--- config.mk ---
export PLATFORM = sky130hd
export DESIGN_NAME = hazard3_pwr_sequencer
export DESIGN_NICKNAME = d
export VERILOG_FILES = /design/src/rtl/hazard3_pwr_sequencer.sv
export SDC_FILE = /design/constraint.sdc
export NUM_CORES = 1
export LEC_CHECK = 0
export BUFFER_PORTS_ARGS = -buffer_cell sky130_fd_sc_hd__buf_2
export CORE_UTILIZATION = 55
export CTS_BUF_LIST = sky130_fd_sc_hd__clkbuf_16
export DETAILED_ROUTE_END_ITERATION = 7
export PLACE_DENSITY = 0.74
export REMOVE_ABC_BUFFERS = 1
export SETUP_SLACK_MARGIN = 0.5
export SYNTH_ARGS = -nofsm -noshare
export SYNTH_HDL_FRONTEND = slang
export SYNTH_SLANG_ARGS = --single-unit
export TNS_END_PERCENT = 5
--- constraint.sdc ---
create_clock -name clk_always_on -period 2.8 [get_ports clk_always_on]
set_input_delay 0.56 -clock clk_always_on [delete_from_list [all_inputs] [get_ports clk_always_on]]
set_output_delay 0.56 -clock clk_always_on [all_outputs]
set_load 0.01 [all_outputs]
--- src/rtl/hazard3_pwr_sequencer.sv ---
// Power-domain sequencer: turns the 4-phase pwrup_req/pwrup_ack handshake into a timed
// reset / clock / isolation / power-switch sequence for the switchable domain.
module hazard3_pwr_sequencer #(
  parameter int unsigned RST_CYCLES     = 4,
  parameter int unsigned CLK_CYCLES     = 2,
  parameter int unsigned ISO_CYCLES     = 2,
  parameter int unsigned SETTLE_CYCLES  = 16,
  parameter int unsigned TIMEOUT_CYCLES = 1024
) (
  input  logic clk_always_on,
  input  logic rst,
  input  logic pwrup_req,
  output logic pwrup_ack,
  output logic pd_switch_en,
  input  logic pd_power_good,
  output logic pd_iso_en,
  output logic pd_rst_n,
  output logic pd_clk_en,
  output logic fault,
  input  logic fault_clr
);

  localparam int unsigned MAX_A      = (RST_CYCLES > CLK_CYCLES) ? RST_CYCLES : CLK_CYCLES;
  localparam int unsigned MAX_B      = (ISO_CYCLES > SETTLE_CYCLES) ? ISO_CYCLES : SETTLE_CYCLES;
  localparam int unsigned MAX_AB     = (MAX_A > MAX_B) ? MAX_A : MAX_B;
  localparam int unsigned MAX_CYCLES = (MAX_AB > TIMEOUT_CYCLES) ? MAX_AB : TIMEOUT_CYCLES;
  localparam int unsigned CNT_W      = (MAX_CYCLES > 1) ? $clog2(MAX_CYCLES) : 1;

  typedef enum logic [3:0] {
    S_ON          = 4'd0,
    S_RST_ASSERT  = 4'd1,
    S_CLK_OFF     = 4'd2,
    S_ISO_ON      = 4'd3,
    S_PWR_OFF     = 4'd4,
    S_OFF         = 4'd5,
    S_PWR_ON      = 4'd6,
    S_SETTLE      = 4'd7,
    S_ISO_OFF     = 4'd8,
    S_CLK_ON      = 4'd9,
    S_RST_RELEASE = 4'd10
  } state_e;

  state_e             state_q, state_d;
  logic [CNT_W-1:0]   cnt_q, cnt_d;
  logic               ack_q, ack_d;
  logic               sw_q, sw_d;
  logic               iso_q, iso_d;
  logic               rst_n_q, rst_n_d;
  logic               clk_en_q, clk_en_d;
  logic               fault_q, fault_d;
  logic               cnt_done;

  // A timed state of N cycles is entered with N-1 and left on the edge where the count is 0.
  function automatic logic [CNT_W-1:0] load(input int unsigned n);
    return CNT_W'(n - 1);
  endfunction

  assign cnt_done = (cnt_q == '0);

  // NOTE: every always_comb output is given a default before the case so no path can infer a latch.
  always_comb begin
    state_d  = state_q;
    cnt_d    = cnt_done ? cnt_q : cnt_q - CNT_W'(1);
    ack_d    = ack_q;
    sw_d     = sw_q;
    iso_d    = iso_q;
    rst_n_d  = rst_n_q;
    clk_en_d = clk_en_q;
    fault_d  = fault_q & ~fault_clr;

    unique case (state_q)
      S_ON: if (!pwrup_req) begin
        rst_n_d = 1'b0;
        cnt_d   = load(RST_CYCLES);
        state_d = S_RST_ASSERT;
      end
      S_RST_ASSERT: if (cnt_done) begin
        clk_en_d = 1'b0;
        cnt_d    = load(CLK_CYCLES);
        state_d  = S_CLK_OFF;
      end
      S_CLK_OFF: if (cnt_done) begin
        iso_d   = 1'b1;
        cnt_d   = load(ISO_CYCLES);
        state_d = S_ISO_ON;
      end
      S_ISO_ON: if (cnt_done) begin
        sw_d    = 1'b0;
        cnt_d   = load(TIMEOUT_CYCLES);
        state_d = S_PWR_OFF;
      end
      S_PWR_OFF: if (!pd_power_good || cnt_done) begin
        // Rail still up at expiry is a timeout; the handshake completes regardless.
        if (pd_power_good) fault_d = 1'b1;
        ack_d   = 1'b0;
        state_d = S_OFF;
      end
      S_OFF: if (pwrup_req) begin
        sw_d    = 1'b1;
        cnt_d   = load(TIMEOUT_CYCLES);
        state_d = S_PWR_ON;
      end
      S_PWR_ON: if (pd_power_good || cnt_done) begin
        if (!pd_power_good) fault_d = 1'b1;
        cnt_d   = load(SETTLE_CYCLES);
        state_d = S_SETTLE;
      end
      S_SETTLE: if (cnt_done) begin
        iso_d   = 1'b0;
        cnt_d   = load(ISO_CYCLES);
        state_d = S_ISO_OFF;
      end
      S_ISO_OFF: if (cnt_done) begin
        clk_en_d = 1'b1;
        cnt_d    = load(CLK_CYCLES);
        state_d  = S_CLK_ON;
      end
      S_CLK_ON: if (cnt_done) begin
        rst_n_d = 1'b1;
        cnt_d   = load(RST_CYCLES);
        state_d = S_RST_RELEASE;
      end
      S_RST_RELEASE: if (cnt_done) begin
        ack_d   = 1'b1;
        state_d = S_ON;
      end
      default: begin
        state_d  = S_ON;
        cnt_d    = '0;
        ack_d    = 1'b1;
        sw_d     = 1'b1;
        iso_d    = 1'b0;
        rst_n_d  = 1'b1;
        clk_en_d = 1'b1;
        fault_d  = 1'b0;
      end
    endcase
  end

  // NOTE: sequential state uses non-blocking assignments so every register samples pre-edge values.
  always_ff @(posedge clk_always_on) begin
    if (rst) begin
      state_q  <= S_ON;
      cnt_q    <= '0;
      ack_q    <= 1'b1;
      sw_q     <= 1'b1;
      iso_q    <= 1'b0;
      rst_n_q  <= 1'b1;
      clk_en_q <= 1'b1;
      fault_q  <= 1'b0;
    end else begin
      state_q  <= state_d;
      cnt_q    <= cnt_d;
      ack_q    <= ack_d;
      sw_q     <= sw_d;
      iso_q    <= iso_d;
      rst_n_q  <= rst_n_d;
      clk_en_q <= clk_en_d;
      fault_q  <= fault_d;
    end
  end

  assign pwrup_ack    = ack_q;
  assign pd_switch_en = sw_q;
  assign pd_iso_en    = iso_q;
  assign pd_rst_n     = rst_n_q;
  assign pd_clk_en    = clk_en_q;
  assign fault        = fault_q;

endmodule

==> summary.md <==
The die outline area came out at 2960 um^2. The number of antenna diodes in the final layout is 0. In the routed design, unresolved DRC markers number 0. The worst path uses 72.0% of the clock period.

The flow ran to the end, and the final reports show no timing, DRC or antenna violations. In this run the worst hold path is classified as flip-flop to flip-flop. Once the clock tree was built, the resizer swapped 0 gates to a different size. Headroom to the max-slew limit came out at 41.4%. The top cell type by area accounts for 26.5% of the synthesized area. The tools report the insertion delay of the later-clocked pin in the worst-skew pair as 0.25 ns. In this run the remaining antenna-violating nets after routing total 0. Clock-pin slew was measured on the worst setup and hold paths at 0.05 ns. Routability-driven placement finished with a final weighted congestion of 0.870. The most frequent standard cell in the layout excluding fill and tap cells was sky130_fd_sc_hd__a21oi_1.

At the pin with the least slew margin, the transition time is 0.877 ns. The final layout contains 217 nets. Hold timing on the final database bottoms out at a slack of 0.463 ns.

Derived from the worst setup path, the maximum achievable clock frequency is 496 MHz. For this block, the routed nets add up to 3760 um of wire. The via count of the first global-routing pass was 1419. The mapped netlist covers 1510 um^2. In this run the power density over the cells is 1150 nW/um^2.

TritonCTS built the clock tree. The H-tree level count was 1. STA puts the critical path data arrival time at 2.11 ns. The tools report the number of standard cells after synthesis as 205. For the pin count of the biggest net entering global routing, the log shows 29. Dividing the detail-routed wire length by the instance count gives 15.9 um. The mean number of vias per cell was 6.62. For this design the static power due to leakage is 0.581 nW. For the number of max-capacitance violations reported, the log shows 0.

The routed layout has 1570 vias. The finished layout holds 237 standard cells, fillers aside. For this configuration, the core starts out at a cell density of 59.3%. The run gives 2.89 ns as the worst endpoint required time. Global routing finished with a remaining overflow of 0. The synthesized design contains 20 register bits. The first TritonRoute pass finished after 5 iterations. Count of pins over their slew limit: 0. The run gives 26.5% as the proportion of synthesized chip area in sequential cells.

The critical path in this run is classified as flip-flop to flip-flop. In this run the deepest clock path goes through 2 buffers. On the final layout, the worst clock skew is 0.00221 ns.

The share of layout cells above drive strength 1 was 13.0%. The first global-routing pass estimated 6110 um of wire. Sorting the synthesized cells by area gives the leading types as sky130_fd_sc_hd__dfxtp_1 27%, sky130_fd_sc_hd__a21oi_1 7.0%, sky130_fd_sc_hd__nor2_1 4.5%.

The post-route worst setup slack was 0.783 ns. Detailed placement ended at an HPWL of 2710 um. Of all nets on the critical path, the largest fanout is 28.

Of all cell types, the one taking the most synthesized area is sky130_fd_sc_hd__dfxtp_1. Relative to the synthesized area, the layout overhead comes to 7.55%. The number of hold violations in the final report is 0, and the hold buffer count at cts is 0. The average instance area after synthesis is 7.36 um^2. Across the VDD grid, the largest voltage drop is 0.837 mV. Summed over all failing endpoints, the final setup total negative slack is 0 ns. The worst setup path is launched from a flip-flop.

The region available for standard cell placement spans 2540 um^2. The die is 54.4 um wide. The global routing usage summed across all routing layers came out at 28.1%. The run gives 0 as the number of post-CTS setup repair buffers. Row generation in the floorplan step produced 18 rows. Leaving out fill and tap cells, the most frequent cells in the layout are 21 x sky130_fd_sc_hd__a21oi_1, 20 x sky130_fd_sc_hd__dfxtp_1, 18 x sky130_fd_sc_hd__nor2_1. The cell at the root of the clock tree was sky130_fd_sc_hd__clkbuf_16. The tools report the yosys synthesis warning count as 0. The initial antenna violation count is 0. Setup violations remaining at the end of the flow were counted as 0.

The first routing iteration left 80 violations. The number of placed instances, taps included, is 234. The die is 54.4 um tall. The logs give 0.816 ns for the worst setup timing slack at the placement stage and 11 for the I/O pin count. Buffers inserted during clock tree synthesis total 3. The number of distinct library cell variants in the gate-level netlist after synthesis is 53, and the final period demand of the worst path is 2.02 ns.

In this run the tool buffered the top-level ports with 10 buffer cells. Setup repair after global routing left no endpoint under its margin. The tools report the endpoint type of the worst setup path as a flip-flop.

The clock net in this run drives a total of 20 sinks.
## routing by layer
metal / wire length (um) / global-route usage (%)
met3: 238 / 6.39
met1: 1600 / 32.2
met2: 1880 / 52.6
met5: 0 / 0
met4: 48 / 5.13
## cells in the mapped netlist, drive strengths merged
master,instances
mux2i,1
xnor2,2
a211oi,6
and3b,1
nand4,2
and2,3
ha,3
mux2,1
a211o,2
nor3,6
or2,3
a21oi,22
nand3,7
nor2,18
o21a,3
inv,7
nor3b,2
or3,1
o21bai,1
nand2,17
a32oi,1
o311a,1
o211ai,2
nor4,4
buf,13
and2b,1
o21ai,15
a41oi,1
o31ai,2
o221ai,2
o32ai,1
dfxtp,20
clkbuf,2
a21o,1
nor2b,5
or4,1
o22a,1
a31oi,8
nand2b,6
xor2,3
o22ai,6
and3,1
## path summary, 6_finish.rpt
check                           cells past startpoint       end  slack [ns]  startpoint
worst min-delay path                                2     fault        0.46       fault
worst max register to register                      3  cnt_q[8]        0.78  state_q[2]
worst max-delay path                                3  cnt_q[8]        0.78  state_q[2]
worst min register to register                      2     fault        0.46       fault
## state kept, by name (all words and copies together), names as in the netlist
| signal | cells |
|---|---|
| pd_iso_en | 1 |
| fault | 1 |
| state_q | 4 |
| pd_switch_en | 1 |
| pwrup_ack | 1 |
| cnt_q | 10 |
| pd_clk_en | 1 |
| pd_rst_n | 1 |
## critical path: stages (launching register included)
cell                      delay [ns]
sky130_fd_sc_hd__dfxtp_1        0.89
sky130_fd_sc_hd__nor2_1         0.24
sky130_fd_sc_hd__a31oi_1        0.53
sky130_fd_sc_hd__o22ai_1        0.20
## report_power, final
| group | total, mW | switching [mW] | internal (mW) | leakage [nW] |
|---|---|---|---|---|
| clock network | 0.287 | 0.0993 | 0.188 | 0.0370 |
| registers | 0.491 | 0.124 | 0.367 | 0.164 |
| logic | 1.09 | 0.638 | 0.453 | 0.380 |
| total | 1.87 | 0.862 | 1.01 | 0.581 |
## cells by family (layout without fill, tap and decap cells)
group | Yosys count | after routing | synth area share [%]
AO/OA/AOI/OAI | 75 | 75 | 32.3
XOR/XNOR | 5 | 5 | 2.90
adder cells (fa/ha/maj) | 3 | 3 | 2.49
buffers and inverters | 22 | 24 | 6.97
flip-flops | 20 | 20 | 26.5
multiplexers | 2 | 2 | 1.41
AND/OR/NAND/NOR | 78 | 78 | 27.4
## per-stage QoR
stage / total power, mW / instance area (um^2) / utilization [%]
detailed placement: 1.57 / 1550 / 60.8
finish: 1.87 / 1620 / 63.8
global placement: 1.53 / 1550 / 60.8
global route: 2.03 / 1620 / 63.8
CTS: 1.87 / 1620 / 63.8
floorplan: 1.29 / 1430 / -
## area by class of cell
cell class              count  area, um^2
flip-flops and latches     20         400
clock buffers               3        75.1
repair buffers             14        80.1
well taps                  30        37.5
multi-input cells         163        1000
fillers                   218         922
inverters                   7        26.3
Note: power is estimated with default switching activity, not from simulation.
